--- src/rtl/etcpu_pipe_ctrl.sv ---
// Pipeline register bank for etcpu cores: per-stage stall, bubble collapse, NOP fill, partial flush, perf counters.
// Latency: an accepted instruction is presented on out_vld STAGES-1 edges later; one instruction per cycle.
// Backpressure: stalls and out_rdy=0 propagate upstream only through valid regs; in_rdy is combinational.
module etcpu_pipe_ctrl #(
    parameter int unsigned       STAGES   = 4,
    parameter int unsigned       INST_W   = 32,
    parameter int unsigned       DAT_W    = 96,
    parameter logic [INST_W-1:0] NOP_INST = 32'h0000_0013,
    parameter int unsigned       CNT_W    = 32
) (
    input  logic                          clk,
    input  logic                          rst_n,
    input  logic                          in_vld,
    input  logic [INST_W-1:0]             in_inst,
    input  logic [DAT_W-1:0]              in_dat,
    output logic                          in_rdy,
    input  logic [STAGES-1:0]             stg_stall,
    input  logic [STAGES*INST_W-1:0]      nxt_inst,
    input  logic [STAGES*DAT_W-1:0]       nxt_dat,
    input  logic                          flush_vld,
    input  logic [$clog2(STAGES)-1:0]     flush_stg,
    output logic [STAGES-1:0]             stg_vld,
    output logic [STAGES*INST_W-1:0]      stg_inst,
    output logic [STAGES*DAT_W-1:0]       stg_dat,
    output logic                          out_vld,
    input  logic                          out_rdy,
    output logic [$clog2(STAGES+1)-1:0]   occ,
    output logic [CNT_W-1:0]              retire_cnt,
    output logic [CNT_W-1:0]              stall_cnt
);
    localparam int unsigned OCW = $clog2(STAGES + 1);

    logic [STAGES-1:0][INST_W-1:0] w_nxt_inst;
    logic [STAGES-1:0][DAT_W-1:0]  w_nxt_dat;
    logic [STAGES-1:0][INST_W-1:0] r_inst;
    logic [STAGES-1:0][INST_W-1:0] w_src_inst;
    logic [STAGES-1:0][DAT_W-1:0]  r_dat;
    logic [STAGES-1:0][DAT_W-1:0]  w_src_dat;
    logic [STAGES-1:0]             r_vld;
    logic [STAGES-1:0]             w_hold;
    logic [STAGES-1:0]             w_kill;
    logic [STAGES-1:0]             w_load;
    logic [CNT_W-1:0]              r_retire_cnt;
    logic [CNT_W-1:0]              r_stall_cnt;
    logic [31:0]                   w_fstg;
    logic                          w_retire;
    logic                          w_stall_in;
    logic                          w_unused_nxt;

    assign w_nxt_inst = nxt_inst;
    assign w_nxt_dat  = nxt_dat;
    assign w_fstg     = 32'(flush_stg);

    // The last stage's result goes straight to the sink, never into a register here.
    assign w_unused_nxt = ^{w_nxt_inst[STAGES-1], w_nxt_dat[STAGES-1]};

    // A register holds only when it is valid and cannot move; empty regs always absorb upstream.
    always_comb begin : hold_chain
        logic [STAGES-1:0] h;
        h = '0;
        h[STAGES-1] = r_vld[STAGES-1] & (stg_stall[STAGES-1] | ~out_rdy);
        for (int k = STAGES - 2; k >= 0; k--) begin
            h[k] = r_vld[k] & (stg_stall[k] | h[k + 1]);
        end
        w_hold = h;
    end

    always_comb begin
        w_kill = '0;
        for (int k = 0; k < STAGES; k++) begin
            w_kill[k] = flush_vld & (w_fstg >= 32'(k));
        end
    end

    assign in_rdy     = ~w_hold[0] & ~flush_vld;
    assign out_vld    = r_vld[STAGES-1] & ~stg_stall[STAGES-1];
    assign w_retire   = out_vld & out_rdy;
    assign w_stall_in = in_vld & ~in_rdy;

    // A killed reg must not feed its successor, which turns the reg just above a flush into a bubble.
    always_comb begin
        w_load        = '0;
        w_src_inst    = '0;
        w_src_dat     = '0;
        w_load[0]     = in_vld & in_rdy;
        w_src_inst[0] = in_inst;
        w_src_dat[0]  = in_dat;
        for (int k = 1; k < STAGES; k++) begin
            w_load[k]     = r_vld[k-1] & ~w_hold[k-1] & ~w_kill[k-1];
            w_src_inst[k] = w_nxt_inst[k-1];
            w_src_dat[k]  = w_nxt_dat[k-1];
        end
    end

    always_ff @(posedge clk or negedge rst_n) begin
        if (!rst_n) begin
            r_vld        <= '0;
            r_inst       <= {STAGES{NOP_INST}};
            r_dat        <= '0;
            r_retire_cnt <= '0;
            r_stall_cnt  <= '0;
        end else begin
            for (int k = 0; k < STAGES; k++) begin
                if (w_load[k]) begin
                    r_vld[k]  <= 1'b1;
                    r_inst[k] <= w_src_inst[k];
                    r_dat[k]  <= w_src_dat[k];
                end else if (w_kill[k] | ~w_hold[k]) begin
                    r_vld[k]  <= 1'b0;
                    r_inst[k] <= NOP_INST;
                    r_dat[k]  <= '0;
                end
            end
            if (w_retire) begin
                r_retire_cnt <= r_retire_cnt + CNT_W'(1);
            end
            if (w_stall_in) begin
                r_stall_cnt <= r_stall_cnt + CNT_W'(1);
            end
        end
    end

    always_comb begin : popcount
        logic [OCW-1:0] c;
        c = '0;
        for (int k = 0; k < STAGES; k++) begin
            c = c + OCW'(r_vld[k]);
        end
        occ = c;
    end

    assign stg_vld    = r_vld;
    assign stg_inst   = r_inst;
    assign stg_dat    = r_dat;
    assign retire_cnt = r_retire_cnt;
    assign stall_cnt  = r_stall_cnt;

endmodule

--- config.mk ---
export PLATFORM = sky130hd
export DESIGN_NAME = etcpu_pipe_ctrl
export DESIGN_NICKNAME = d
export VERILOG_FILES = /design/src/rtl/etcpu_pipe_ctrl.sv
export SDC_FILE = /design/constraint.sdc
export NUM_CORES = 1
export LEC_CHECK = 0
export CORE_AREA = 2 2 475 477
export DETAILED_ROUTE_END_ITERATION = 10
export DIE_AREA = 0 0 477 479
export PLACE_DENSITY = 0.3
export SLEW_MARGIN = 20
export SYNTH_ARGS = -nofsm -noshare
export SYNTH_HDL_FRONTEND = slang
export SYNTH_SLANG_ARGS = --single-unit
--- constraint.sdc ---
create_clock -name clk -period 3 [get_ports clk]
set_input_delay 0.3 -clock clk [delete_from_list [all_inputs] [get_ports clk]]
set_output_delay 0.3 -clock clk [all_outputs]
set_load 0.03 [all_outputs]
# Word-level counts from Yosys, hierarchy flattened
# Index checks and enable logic that the tools add are counted.
# W data, S select, Z words.
# word_totals
elab_cells	89
reg_bits	580
output_inout_bits	585
inputBits	651
# classes
n_mux	24
bitwise_logic	38
reduce_logical	4
magnitude_cmp	4
add_sub_neg	5
# ops
cell	count
$mux W96	8
$mux W32	8
$add A32 B1 Y32 const B	2
$and A1 B1 Y1	19
$not A1 Y1	11
$mux W1	8
$or A1 B1 Y1	8
$reduce_bool A2 Y1	4
$ge A2 B1 Y1 const B	2
$ge A2 B2 Y1 const B	2
$add A2 B1 Y3	1
$add A3 B1 Y3	1
$add A1 B1 Y2	1

# Logic depth before layout (Yosys ltp)
# depth
word_depth	13
mapped_depth	8

# Worst setup path before layout
# OpenSTA, ideal clock, no wires.
# synth_path
path_kind	flip-flop to output port
from	register r_vld[0], in the netlist stg_vld[0]
to	output occ[1]
stages_incl_launch_ff	6
slack_ns	0.807
arrival_ns	1.893
n_path_buf	0
cell_sequence	dfrtp_1 inv_1 fa_1 inv_1 ha_1 ha_1
# synth_via
elab_chain_cells	3
# synth_rtl
element	line_no	source
from (decl)	39	logic [STAGES-1:0] r_vld;
from (signal assigned)	97	r_vld <= '0;
from (signal, indexed assignment)	105	r_vld[k] <= 1'b1;
from (signal, indexed assignment)	109	r_vld[k] <= 1'b0;
$add A1 B1 Y2	127	c = c + OCW'(r_vld[k]);
$add A2 B1 Y3	127	
$add A3 B1 Y3	127	
to (decl)	27	output logic [$clog2(STAGES+1)-1:0] occ,
# No other way between the ends.

# Worst setup path in the final report
# Same ends and word-level chain as after synthesis.

==> flow_summary.ini <==
[run_status]
status = finished clean

[global_route]
grt_max_degree = 125
grt_usage_pct = 13.1
gr-total-overflow = 0
first_global_vias = 19100
antenna_found_initial = 99
grt_pass1_wl_microns = 200000

[timing]
setup_ws_ns = 0.205
finalSetupViolations = 0
fmax_mhz = 358
final.period_utilization_pct = 93.2
rsz0062_at_grt = no
hold_viol = 0
slew_violations = 0
worstMarginPinSlew_ns = 0.816
fin_crit_ns = 2.80
setup_total_negative_slack_ns = 0
skew_ns = 0.0409
relSlewSlack_pct = 45.5

[setup_path]
cp-start-kind = register
critPathKind = register to primary output
critPathCaptureType = primary output
critPathArrivalTime_ns = 2.50
r2r_start = stg_vld[2]$_DFFE_PN0P_
critPathMaxFanout = 6
worstPathRequired_ns = 2.70
worstSetupStartpoint = stg_vld[0]$_DFFE_PN0P_

[power_and_ir_drop]
p_leak_nw = 16.1
power_mw = 21.3
power.density_nw_per_um2 = 545
vdd_drop_max_mv = 0.352

[synthesis]
synth_cells = 1449
syn_nets = 2105
yosys_warnings = 0
synth_area_sq_um = 21200
netlist.area_leader.share_pct = 67.1
seq_area_frac_synth_pct = 68.6
synth.area.top_cells = dfrtp_1 67%, a22o_1 21%, xnor2_1 1.6%
yosysTopAreaCell = dfrtp_1
synth_cell_type_count = 44
syn_avg_cell_area_sq_um = 14.6
synth-seq-cells = 580

[finish]
final_nets = 3239
final_cells = 5648
fin_area_sq_um = 39100
final_cell_mix = 1,102 x clkdlybuf4s50_1, 565 x dfrtp_1, 500 x a22o_1
final_common_cell = clkdlybuf4s50_1
drive_gt1_share_pct = 8.36
area_delta_synth_final_pct = 84.9

[flow_run]
cap_violations = 0

[clocking]
insertion_delay_ns = 0.70
cts_buffers = 86
clk_pin_slew_ns = 0.06
cts_tree = built
cts_root_buffer = clkbuf_16
clock-sinks = 580
cts_max_path_buffers = 3
ctsHtreeMaxLevel = 3

[routing]
wl_per_cell_microns = 27.2
vias_per_cell = 3.21
drc = 0
wirelength_microns = 154000
firstDrtPassIters = 5
dr_total_vias = 18100
ant_nets = 0
drtIter0Drc = 788

[place]
dpl_cell_area_sq_um = 36300
preCtsSetupSlack_ns = 0.320
gp_congestion = 0.775
io_buffers = 1107
post-dp-hpwl_microns = 124000
dp_cells = 5486

[floorplan]
chipWidth_microns = 477
start_util_pct = 9.47
die_area_sq_um = 228000
core_sq_um = 224000
fp-row-count = 174
io_pins = 1236
die_height_microns = 479

[hold_path]
hold_class = input port to asynchronous set/reset pin
[synthesized netlist by cell type (all sizes together)]
master	instances
nand3	23
or3	4
a31o	2
xnor2	38
o21a	2
ha	4
a21boi	1
a21oi	3
nor4	9
a21o	2
clkbuf	51
o21ai	2
nand2	31
nand2b	1
o22a	12
or2	2
or4	3
nor3	9
mux2	1
nand4	21
and4b	1
and3	15
buf	65
a22o	500
and4	4
a31oi	1
dfrtp	568
and2	2
dfstp	12
nor2b	2
fa	1
inv	13
nor2	20
xor2	24
[layer usage]
metal	global-route usage (%)	vias to the layer above	routed length (microns)
li1	-	7874	-
met1	15.0	8968	60100
met2	19.9	1001	66400
met3	8.94	290	23400
met4	3.12	16	3910
met5	0	-	116
[per-stage QoR]
step                      hold slack [ns]  util [%]
after floorplan                   0.00441         -
after global placement              0.345      16.2
after detailed placement            0.348      16.2
after CTS                          0.0569      17.5
after global routing                0.119      17.5
final                               0.152      17.5
[where the power goes]
group / switching, mW / internal, mW / total, mW
logic: 1.37 / 1.20 / 2.57
registers: 0.203 / 8.05 / 8.25
clock network: 4.16 / 6.33 / 10.5
total: 5.73 / 15.6 / 21.3
[layout make-up]
type                    instances  area (sq um)
diodes                         13          32.5
clock buffers                 124          2460
clock inverters                24           355
fillers                     24500        184000
inverters                      13          48.8
multi-input cells             740          6100
flip-flops and latches        580         14500
well taps                    2992          3740
repair buffers               1162         11900
[kinds of logic after synthesis]
logic type	share of synthesized area [%]
buffers and inverters	2.84
xor gates and xnor gates	2.56
DFF	68.6
and+or+nand+nor	3.90
muxes	0.0532
adders and majority gates	0.331
AOI/OAI and AO/OA	21.7
[repair_timing]
| action | CTS | global route |
|---|---|---|
| endpoints found under the setup margin | 2 | 0 |
| endpoints found under the hold margin | 34 | 0 |
| buffers inserted | 0 | 0 |
| gates resized for setup | 5 | 0 |
| hold buffers | 1 | 0 |
[path summary, 6_finish.rpt]
kind                       depth (start not counted)                          to  slack, ns
max in group asynchronous                          3    stg_dat[231]$_DFFE_PN0P_       1.74
min reg2reg                                        1  retire_cnt[31]$_DFFE_PN0P_       0.47
max reg2reg                                        6     stg_dat[14]$_DFFE_PN0P_       0.77
max                                                6                      occ[1]       0.20
min in group clk                                   2    stg_inst[64]$_DFFE_PN1P_       0.17
min                                                2    stg_dat[158]$_DFFE_PN0P_       0.15
[flip-flops by register name, indices dropped and copies added (netlist names)]
name,count
stg_dat,384
stg_inst,128
retire_cnt,32
stall_cnt,32
stg_vld,4
[worst max-delay path, cell delays in order (launching register included)]
cell and delay [ns]:
dfrtp_2 0.41, inv_2 0.11, fa_1 0.54, inv_1 0.05, ha_2 0.20, ha_1 0.33
buf_12 0.16
(Power assumes the default switching activity.)
